`src/rtl/systolic_feeder_2x2.sv`:
```
// Host-side feeder for a 2x2 output-stationary systolic multiplier: latches A/B,
// clears the array, streams skewed operands, drains, then returns C over valid/ready.
module systolic_feeder_2x2 #(
  parameter int DATA_W    = 32,
  parameter int DRAIN_CYC = 2
) (
  input  logic                clk,
  input  logic                rst,
  input  logic                in_valid,
  output logic                in_ready,
  input  logic [4*DATA_W-1:0] a_mat,
  input  logic [4*DATA_W-1:0] b_mat,
  output logic                arr_clr,
  output logic [DATA_W-1:0]   arr_a0,
  output logic [DATA_W-1:0]   arr_a1,
  output logic [DATA_W-1:0]   arr_b0,
  output logic [DATA_W-1:0]   arr_b1,
  input  logic [DATA_W-1:0]   arr_c00,
  input  logic [DATA_W-1:0]   arr_c01,
  input  logic [DATA_W-1:0]   arr_c10,
  input  logic [DATA_W-1:0]   arr_c11,
  output logic                out_valid,
  input  logic                out_ready,
  output logic [4*DATA_W-1:0] c_mat
);

  localparam int DCW = (DRAIN_CYC > 1) ? $clog2(DRAIN_CYC) : 1;

  typedef enum logic [2:0] {IDLE, CLEAR, FEED, DRAIN, RESULT} state_t;

  state_t                   state, ns;
  logic [1:0]               beat, beat_n;
  logic [DCW-1:0]           dcnt, dcnt_n;
  logic [3:0][DATA_W-1:0]   a_q, b_q;
  logic                     acc, cap, ov_n;
  logic [DATA_W-1:0]        a0_n, a1_n, b0_n, b1_n;

  // Outputs are registered from the next state, so they always describe the current state.
  always_comb begin
    ns     = state;
    beat_n = beat;
    dcnt_n = dcnt;
    ov_n   = out_valid;
    acc    = 1'b0;
    cap    = 1'b0;
    case (state)
      IDLE:   if (in_valid) begin acc = 1'b1; ns = CLEAR; end
      CLEAR:  begin ns = FEED; beat_n = '0; end
      FEED:   if (beat == 2'd2) begin ns = DRAIN; dcnt_n = '0; end
              else beat_n = beat + 2'd1;
      DRAIN:  if (dcnt == DCW'(DRAIN_CYC-1)) begin ns = RESULT; cap = 1'b1; ov_n = 1'b1; end
              else dcnt_n = dcnt + 1'b1;
      RESULT: if (out_ready) begin ns = IDLE; ov_n = 1'b0; end
      default: ns = IDLE;
    endcase

    a0_n = '0;
    a1_n = '0;
    b0_n = '0;
    b1_n = '0;
    // Row 1 / column 1 run one beat behind row 0 / column 0 (index: 0=x00 1=x01 2=x10 3=x11).
    if (ns == FEED) begin
      case (beat_n)
        2'd0: begin a0_n = a_q[0]; b0_n = b_q[0]; end
        2'd1: begin a0_n = a_q[1]; b0_n = b_q[2]; a1_n = a_q[2]; b1_n = b_q[1]; end
        default: begin a1_n = a_q[3]; b1_n = b_q[3]; end
      endcase
    end
  end

  always_ff @(posedge clk) begin
    if (!rst) begin
      state     <= IDLE;
      beat      <= '0;
      dcnt      <= '0;
      a_q       <= '0;
      b_q       <= '0;
      in_ready  <= 1'b1;
      arr_clr   <= 1'b1;
      out_valid <= 1'b0;
      arr_a0    <= '0;
      arr_a1    <= '0;
      arr_b0    <= '0;
      arr_b1    <= '0;
      c_mat     <= '0;
    end else begin
      state     <= ns;
      beat      <= beat_n;
      dcnt      <= dcnt_n;
      in_ready  <= (ns == IDLE);
      arr_clr   <= (ns == CLEAR);
      out_valid <= ov_n;
      arr_a0    <= a0_n;
      arr_a1    <= a1_n;
      arr_b0    <= b0_n;
      arr_b1    <= b1_n;
      if (acc) begin
        a_q <= a_mat;
        b_q <= b_mat;
      end
      if (cap) c_mat <= {arr_c11, arr_c10, arr_c01, arr_c00};
    end
  end

endmodule

```
`config.mk`:
```
export PLATFORM = sky130hd
export DESIGN_NAME = systolic_feeder_2x2
export DESIGN_NICKNAME = d
export VERILOG_FILES = /design/src/rtl/systolic_feeder_2x2.sv
export SDC_FILE = /design/constraint.sdc
export NUM_CORES = 1
export LEC_CHECK = 0
export CAP_MARGIN = 30
export CORE_AREA = 2 2 255 257
export DETAILED_ROUTE_END_ITERATION = 16
export DIE_AREA = 0 0 257 259
export MAX_ROUTING_LAYER = met4
export PLACE_DENSITY = 0.55
export SETUP_SLACK_MARGIN = 0.05
export SYNTH_ARGS = -nofsm -noshare
export SYNTH_HDL_FRONTEND = slang
export SYNTH_SLANG_ARGS = --single-unit
```
`constraint.sdc`:
```
create_clock -name clk -period 2.1 [get_ports clk]
set_input_delay 0.21 -clock clk [delete_from_list [all_inputs] [get_ports clk]]
set_output_delay 0.21 -clock clk [all_outputs]
set_load 0.1 [all_outputs]
```
After elaboration in Yosys (flattened, before gate mapping) --
Index checks and enable logic that the tools add are counted.
Storage, ports and cells: bits in latches 0, output and inout port bits 259, bits in writable memories 0, bits in read-only memories 0, memories 0, register bits after elaboration 521
Operators by class: reduce and logical (&&, ||, !) cells 8, divide/modulo/power cells 0, multiplexer cells 21, add/sub/neg operators 2, bitwise logic cells 0, $mul 0, equality and inequality tests 11, order comparisons 0, shift-type cells 0
Operator list (count):
- 32-bit one-hot mux with 2 select lines | 4
- 3-bit one-hot mux with 5 select lines | 1
- 3-bit two-way mux | 4
- 3-bit by 2-bit == test with 1-bit output (second input constant) | 3
- 1-bit two-way mux | 8
- 3-bit by 1-bit == test with 1-bit output (second input constant) | 2
- 3-bit logical NOT | 2
- 2-bit != test (second input constant) | 3
- 1-bit one-hot mux with 2 select lines | 2
- 2-bit one-hot mux with 2 select lines | 1
- 2-bit AND reduction | 2
- 2-bit nonzero test | 2
- 3-bit == test (second input constant) | 1
- 3-bit AND reduction | 1
- 2-bit by 1-bit adder with 2-bit output (second input constant) | 1
- 2-bit by 1-bit == test with 1-bit output (second input constant) | 1
- 2-bit == test (second input constant) | 1
- 2-bit logical NOT | 1
- 2-bit two-way mux | 1
- 1-bit adder (second input constant) | 1

Depth between registers and ports, before layout --
Gate-level depths: netlist of run 1.
word-level depth 5, gate-level depth with buffers 8

Worst setup path before layout of run 1 --
OpenSTA, ideal clock, no wires.
path kind reg-to-reg, start point register beat[0], end point register arr_a1[0], slack 0.217 ns, clock period less this slack 1.883 ns, buffers on the path 2, cell stages (with the launch flop) 9, arrival time 1.766 ns, cells stage by stage dfxtp_1 > inv_1 > ha_1 > and2_1 > a221oi_2 > nor2_1 > buf_2 > buf_2 > a32o_1
Between the ends: cells in the longest elaborated chain, start to end 5, elaborated cells between the ends (all ways) 11
Ends and longest elaborated chain:
- start: declaration | RTL line 32 | logic [1:0] beat, beat_n;
- start signal: assignment | RTL line 88 | beat <= beat_n;
- 2-bit by 1-bit adder with 2-bit output or 2-bit == test (tied branches) | RTL line 50, 49
- 2-bit two-way mux or 3-bit two-way mux (tied branches) | RTL line 49 | FEED: if (beat == 2'd2) begin ns = DRAIN; dcnt_n = '0; end
- 2-bit one-hot mux with 2 select lines or 3-bit one-hot mux with 5 select lines (tied branches) | RTL line 46 | case (state)
- 2-bit by 1-bit == test with 1-bit output, or another cell as far along | RTL line 63 | case (beat_n)
- 32-bit one-hot mux with 2 select lines or 2-bit AND reduction (tied branches)
- end signal: assignment | RTL line 94 | arr_a1 <= a1_n;
- end: declaration | RTL line 15 | output logic [DATA_W-1:0] arr_a1,
Parallel ways exist; a longest one is shown, timed or not. A chain may end at the register's enable or synchronous reset.

Final worst setup path of run 1 --
start point register beat[0], end point register arr_b0[15]
Between the ends: cells in the longest elaborated chain, start to end 5, elaborated cells between the ends (all ways) 11
Ends and longest elaborated chain:
- 2-bit by 1-bit adder with 2-bit output or 2-bit == test (tied branches) | RTL line 50, 49
- 2-bit two-way mux or 3-bit two-way mux (tied branches) | RTL line 49
- 2-bit one-hot mux with 2 select lines or 3-bit one-hot mux with 5 select lines (tied branches) | RTL line 46
- 2-bit by 1-bit == test with 1-bit output, or another cell as far along | RTL line 63
- 32-bit one-hot mux with 2 select lines or 2-bit AND reduction (tied branches)
- end signal: assignment | RTL line 95 | arr_b0 <= b0_n;
- end: declaration | RTL line 16 | output logic [DATA_W-1:0] arr_b0,
Parallel ways exist; a longest one is shown, timed or not.

==> results.toml, run 1 <==
[sta]
skew_ps = 22.8
grt_setup_unrepaired = "yes"
fin_ws_ps = 129
post-route-min-period_ps = 1970
fmax_ghz = 0.507
post-route-period-util = 0.938
slew_headroom = 0.0823
finalSetupTns_ps = 0
hold_viol_final = 0
setup_violations = 0
final_max_slew_viol_count = 0
worstMarginPinSlew_ps = 1380

[finish]
final_cell_area_um2 = 27800
utilization = 0.435
syn2layout_area_growth_pct = 47.7
layout.nets = 3141
drive_gt1_frac = 0.148

[critical_path]
required_ps = 2640
reg2reg_depth = 8
cpLargestDelayFamily = "compound AO/OA/AOI/OAI gates"
slowest_delay_ps = 360
end_kind = "flip-flop"
cp_common_cell = "buf_12"
crit_arrival_ps = 2510
crit_buf_inv = 3
cp_max_fo = 43
path_class = "reg -> reg"
worst_path_max_delay_cell = "dfxtp_2"
crit_chain = "inv_1 > ha_1 > and2_1 > a221oi_4 > buf_12 > nand2b_2 > buf_12 > a21oi_1"
critPathLaunchType = "flip-flop"
cp.depth = 8

[placement]
port_buffers = 646
place_congestion = 0.816
post_dp_cell_area_um2 = 25800
dp_slack_ps = 42.3
hpwlAfterDp_um = 48900

[run]
cap_viol_max_count = 0

[yosys]
synth_cells = 2161
yosysWarnings = 0
ys.flop_type = "dfxtp_1"
synthesis.area_um2 = 18800
synth.most_common_cell = "nand2_1"
yosys.cell_types.count = 37
ys_seq_area_frac = 0.555
synth_edf_count = 0
synth_common_cells = "nand2_1, dfxtp_1, a21boi_0"
synthesis.nets = 2551
synth_area_leaders = "dfxtp_1, nand2_1, a21boi_0, a32o_1, buf_2"
yosysTopAreaCellShare = 0.555
avgSynthCellArea_um2 = 8.70
ys_ff_latch = 521
ys_async_sr_fraction = 0
yosys.area.top_type = "dfxtp_1"

[floorplan]
die_w_um = 257
die_area_um2 = 66600
fp.dieH_um = 259
initial_core_util = 0.294
ios = 647
rows = 93
core_um2 = 63900

[clocking]
cts_root_buffer = "clkbuf_16"
clock_sinks = 521
clk_pin_slew_worst_paths_ps = 60
max-clock-path-buffers = 3
cts_max_level = 2
insertion_delay_ps = 620
cts_tree = "yes"
cts_buffers = 58

[power_and_ir_drop]
ir_worst_vdd_mv = 0.760
p_per_area_nw_per_um2 = 840
p_leak_uw = 0.0105

[run_status]
outcome = "finished clean"

[global_route]
antenna_found_initial = 12
grt_pass1_wl_um = 102000
grt_max_degree = 216
grt_pass1_vias = 17230
grt_overflow = 0
grt_usage = 0.203

[detailed_routing]
totalWireLength_um = 68100
met1Wirelength_um = 26600
ant_nets = 0
highest_layer = "met4"
wl_met2_um = 33900
vias = 16816
drtIter0Drc = 881
first_pass_iters = 6
drc = 0
wl_met3_um = 5300
via_per_inst = 4.59
routedWlPerCell_um = 18.6

[hold_path]
hold_class = "in -> reg"
hold_depth = 3
## timing repair
| action | 4_1_cts | 5_1_grt |
|---|---|---|
| pin swaps | 0 | 2 |
| setup buffers | 0 | 3 |
| hold buffers | 1 | 0 |
| hold endpoints to repair | 2 | 0 |
| resized for setup | 2 | 2 |
| setup endpoints to repair | 37 | 84 |
## cells by family after synthesis
kind of cell	Yosys count	synth area share
buffers and inverters	174	0.0435
AO/OA/AOI/OAI	525	0.208
adder cells (fa/ha/maj)	2	0.00133
multiplexers	1	0.000533
flip-flops	521	0.555
AND/OR/NAND/NOR	938	0.191
## metal layers
metal,vias to the layer above,track usage
met5,-,-
met4,0,0.0769
met3,101,0.0639
met2,556,0.346
met1,7899,0.220
li1,8260,-
## registers in the layout, indices dropped and copies added (netlist names), 2 cells and up
register,count
a_q,128
arr_a0,32
arr_a1,32
arr_b0,32
arr_b1,32
b_q,128
beat,2
c_mat,128
state,3
## power by group
group	switching, uW	internal, uW
logic	1420	1230
clock network	4180	6020
registers	202	10300
total	5810	17500
## stage by stage
step,hold WS [ps],power [uW],cells
2_1_floorplan,345,11900,2161
3_3_place_gp,437,13300,3542
3_5_place_dp,443,13400,3542
4_1_cts,82.8,23700,3648
5_1_grt,106,24300,3662
6_report,134,23300,3663
## layout by cell type (no fill, tap or decap), types with 2 or more instances in the layout
| cell | netlist | layout |
|---|---|---|
| nand2_1 | 905 | 905 |
| dfxtp_1 | 521 | 520 |
| clkdlybuf4s50_1 | 0 | 386 |
| a21boi_0 | 363 | 363 |
| buf_4 | 12 | 275 |
| a21oi_1 | 72 | 72 |
| clkbuf_16 | 0 | 58 |
| a32o_1 | 57 | 57 |
| buf_12 | 0 | 35 |
| a21boi_1 | 21 | 21 |
| clkbuf_1 | 61 | 15 |
| diode_2 | 0 | 12 |
| clkbuf_8 | 0 | 12 |
| clkinv_2 | 0 | 10 |
| nand3_1 | 9 | 8 |
| nor2b_1 | 6 | 6 |
| bufinv_16 | 0 | 4 |
| nor2_1 | 4 | 3 |
| inv_1 | 3 | 3 |
| and2_1 | 3 | 3 |
| buf_6 | 1 | 3 |
| o21ai_0 | 2 | 2 |
| a22oi_1 | 2 | 2 |
| and3_1 | 3 | 2 |
| nor2_4 | 0 | 2 |
| ha_1 | 2 | 2 |
| inv_6 | 0 | 2 |
## final cells by class
cell class	instances	area, um2
Sequential cell	521	10400
Fill cell	6326	36100
Tap cell	855	1070
Timing Repair Buffer	701	6690
Multi-Input combinational cell	1466	7610
Antenna cell	12	30.0
Clock buffer	85	1670
Clock inverter	20	254
Inverter	3	11.3
## worst min-delay path: stages
cell and delay (ps):
clkdlybuf4s50_1 390, nand2_1 60, a21boi_1 50
## path summary, 6_finish.rpt
path,to,slack (ps),start
max,arr_b0[15],130,beat[0]
min,c_mat[21],130,arr_c00[21]
max reg2reg,arr_b0[15],130,beat[0]
min reg2reg,arr_b1[0],430,b_q[96]
Power figures use the tool's default switching activity.
==> run 2: changes to the inputs <==
SKIP_LAST_GASP = 1   (was not set)
==> results of run 2 <==
No change in the layout: final DEF, timing and power equal those of run 1.
==> edit, RTL diff (settings of run 1) <==
Change the parameter `DRAIN_CYC` from 2 to 4.
--- a/src/rtl/systolic_feeder_2x2.sv
+++ b/src/rtl/systolic_feeder_2x2.sv
@@ -4,3 +4,3 @@
   parameter int DATA_W    = 32,
-  parameter int DRAIN_CYC = 2
+  parameter int DRAIN_CYC = 4
 ) (
Check against the original RTL: same outputs for any inputs over 4 cycles, from zero or initial values and one cycle with rst low; that may be too few to reach the edited logic, so the function may still have changed.
==> edit against run 1 <==
Power up 1.2%. Worst setup slack gained 0.0080 ns. Sequential cell count up 1. Cell area grew 1.0%. Area after synthesis about the same. Routed wire length is 0.16% lower.
==> edit: results <==
set metrics [dict create \
    layout-drive-gt1-share_pct 15.8 \
    initialDrtViolationCount 918 \
    ys_types 33 \
    rr_endpoint "arr_b1[28]$_SDFF_PN0_" \
    first_global_vias 17009 \
    p_leak_nw 10.6 \
    status "finished clean" \
    synth_area_leaders "dfxtp_1 56%, nand2_1 18%, a21boi_0 13%, a32o_1 3.3%, buf_2 2.6%" \
    hold_path_depth 3 \
    wl_per_cell_microns 18.5 \
    syn_nets 2548 \
    hpwl_microns 47200 \
    fin_skew_ns 0.0213 \
    critPathArrivalTime_ns 2.46 \
    avgViaCountPerCell 4.64 \
    r2r_cells 9 \
    globalplace.congestion 0.870 \
    min_path_type "in -> reg" \
    antenna_found_initial 10 \
    dr.pass1.iters 5 \
    grt_max_degree 250 \
    n_fill_cell 6279 \
    cp-startpoint "beat[1]$_SDFF_PN0_" \
    reg_top3 "a_q x128, b_q x128, c_mat x128" \
    netlist_top_cells_count "897 x nand2_1, 522 x dfxtp_1, 328 x a21boi_0, 96 x buf_2, 69 x a21oi_1" \
    nets 3154 \
    grt_pass1_wl_microns 101000 \
    ir_drop_mv 0.560 \
    seq_area_frac_synth_pct 55.5 \
    worstPathMaxFanout 8 \
    tightestPinTransition_ns 1.01 \
    clock_latency_ns 0.60 \
    track_usage_pct 20.0 \
]
## edit: timing repair
item | CTS | global route
hold buffers | 1 | 0
cloned | 2 | 3
setup buffers | 9 | 2
hold endpoints to repair | 2 | 0
resized for setup | 4 | 11
pin swaps | 2 | 5
endpoints found under the setup margin | 36 | 139
## edit: metal layers
layer / share of wire [%] / global-route usage [%] / vias to the layer above / wire length [microns]
li1: - / - / 8294 / -
met3: 6.6 / 4.75 / 104 / 4510
met5: 0 / - / - / 0
met4: 3.4 / 7.51 / 0 / 2320
met2: 48 / 33.0 / 560 / 32800
met1: 42 / 23.7 / 8074 / 28300
## edit: worst min path at each step
stage	start	end	slack, ns
6_report	arr_c10[22]	c_mat[86]$_SDFFE_PN0P_	0.15
2_1_floorplan	a_mat[55]	a_q[55]$_SDFFE_PN0P_	0.34
3_3_place_gp	b_q[30]$_SDFFE_PN0P_	arr_b0[30]$_SDFF_PN0_	0.44
5_1_grt	arr_c00[23]	c_mat[23]$_SDFFE_PN0P_	0.13
4_1_cts	arr_c10[22]	c_mat[86]$_SDFFE_PN0P_	0.1
3_5_place_dp	b_q[21]$_SDFFE_PN0P_	arr_b0[21]$_SDFF_PN0_	0.44
## edit: logic make-up (layout without fill, tap and decap cells)
logic type               after synthesis  count (layout)  share of synthesized area [%]
other                                  0              10                              0
AO/OA/AOI/OAI                        523             523                           20.9
flip-flops                           522             522                           55.5
multiplexers                           2               2                          0.106
buffers and inverters                173             825                           4.11
AND/OR/NAND/NOR                      934             934                           19.1
adder cells (fa/ha/maj)                3               3                          0.200
## edit: layout make-up
| cell class | instances | share of cell area [%] |
|---|---|---|
| tap | 855 | 3.81 |
| multi-input combinational | 1462 | 27.3 |
| clock inverter | 23 | 1.05 |
| clock buffer | 83 | 6.04 |
| timing repair buffer | 717 | 24.4 |
| sequential | 522 | 37.3 |
| inverter | 2 | 0.0268 |
| antenna | 10 | 0.0892 |
## edit: power breakdown
group | switching [W] | internal, W | total, W
clock network | 0.00419 | 0.00634 | 0.0105
registers | 0.000192 | 0.0103 | 0.0105
logic | 0.00138 | 0.00122 | 0.00261
## edit: metrics by stage
stage	area (sq um)	instances	setup WS [ns]	util (%)	hold WS [ns]
3_5_place_dp	25700	3541	-0.00407	40.3	0.442
3_3_place_gp	25700	3541	0.00708	40.3	0.437
6_report	28100	3674	0.137	43.9	0.154
2_1_floorplan	18800	2157	0.235	-	0.345
4_1_cts	27900	3659	0.0338	43.7	0.0997
5_1_grt	28100	3674	0.0634	43.9	0.127
## edit: worst max-delay path: stages (launching register included)
cell and delay, ns:
dfxtp_2 0.33, inv_2 0.05, ha_4 0.22, and2_4 0.16, a221oi_4 0.33, buf_12 0.16
nor2_4 0.06, buf_12 0.17, clkbuf_16 0.16, a32o_1 0.21
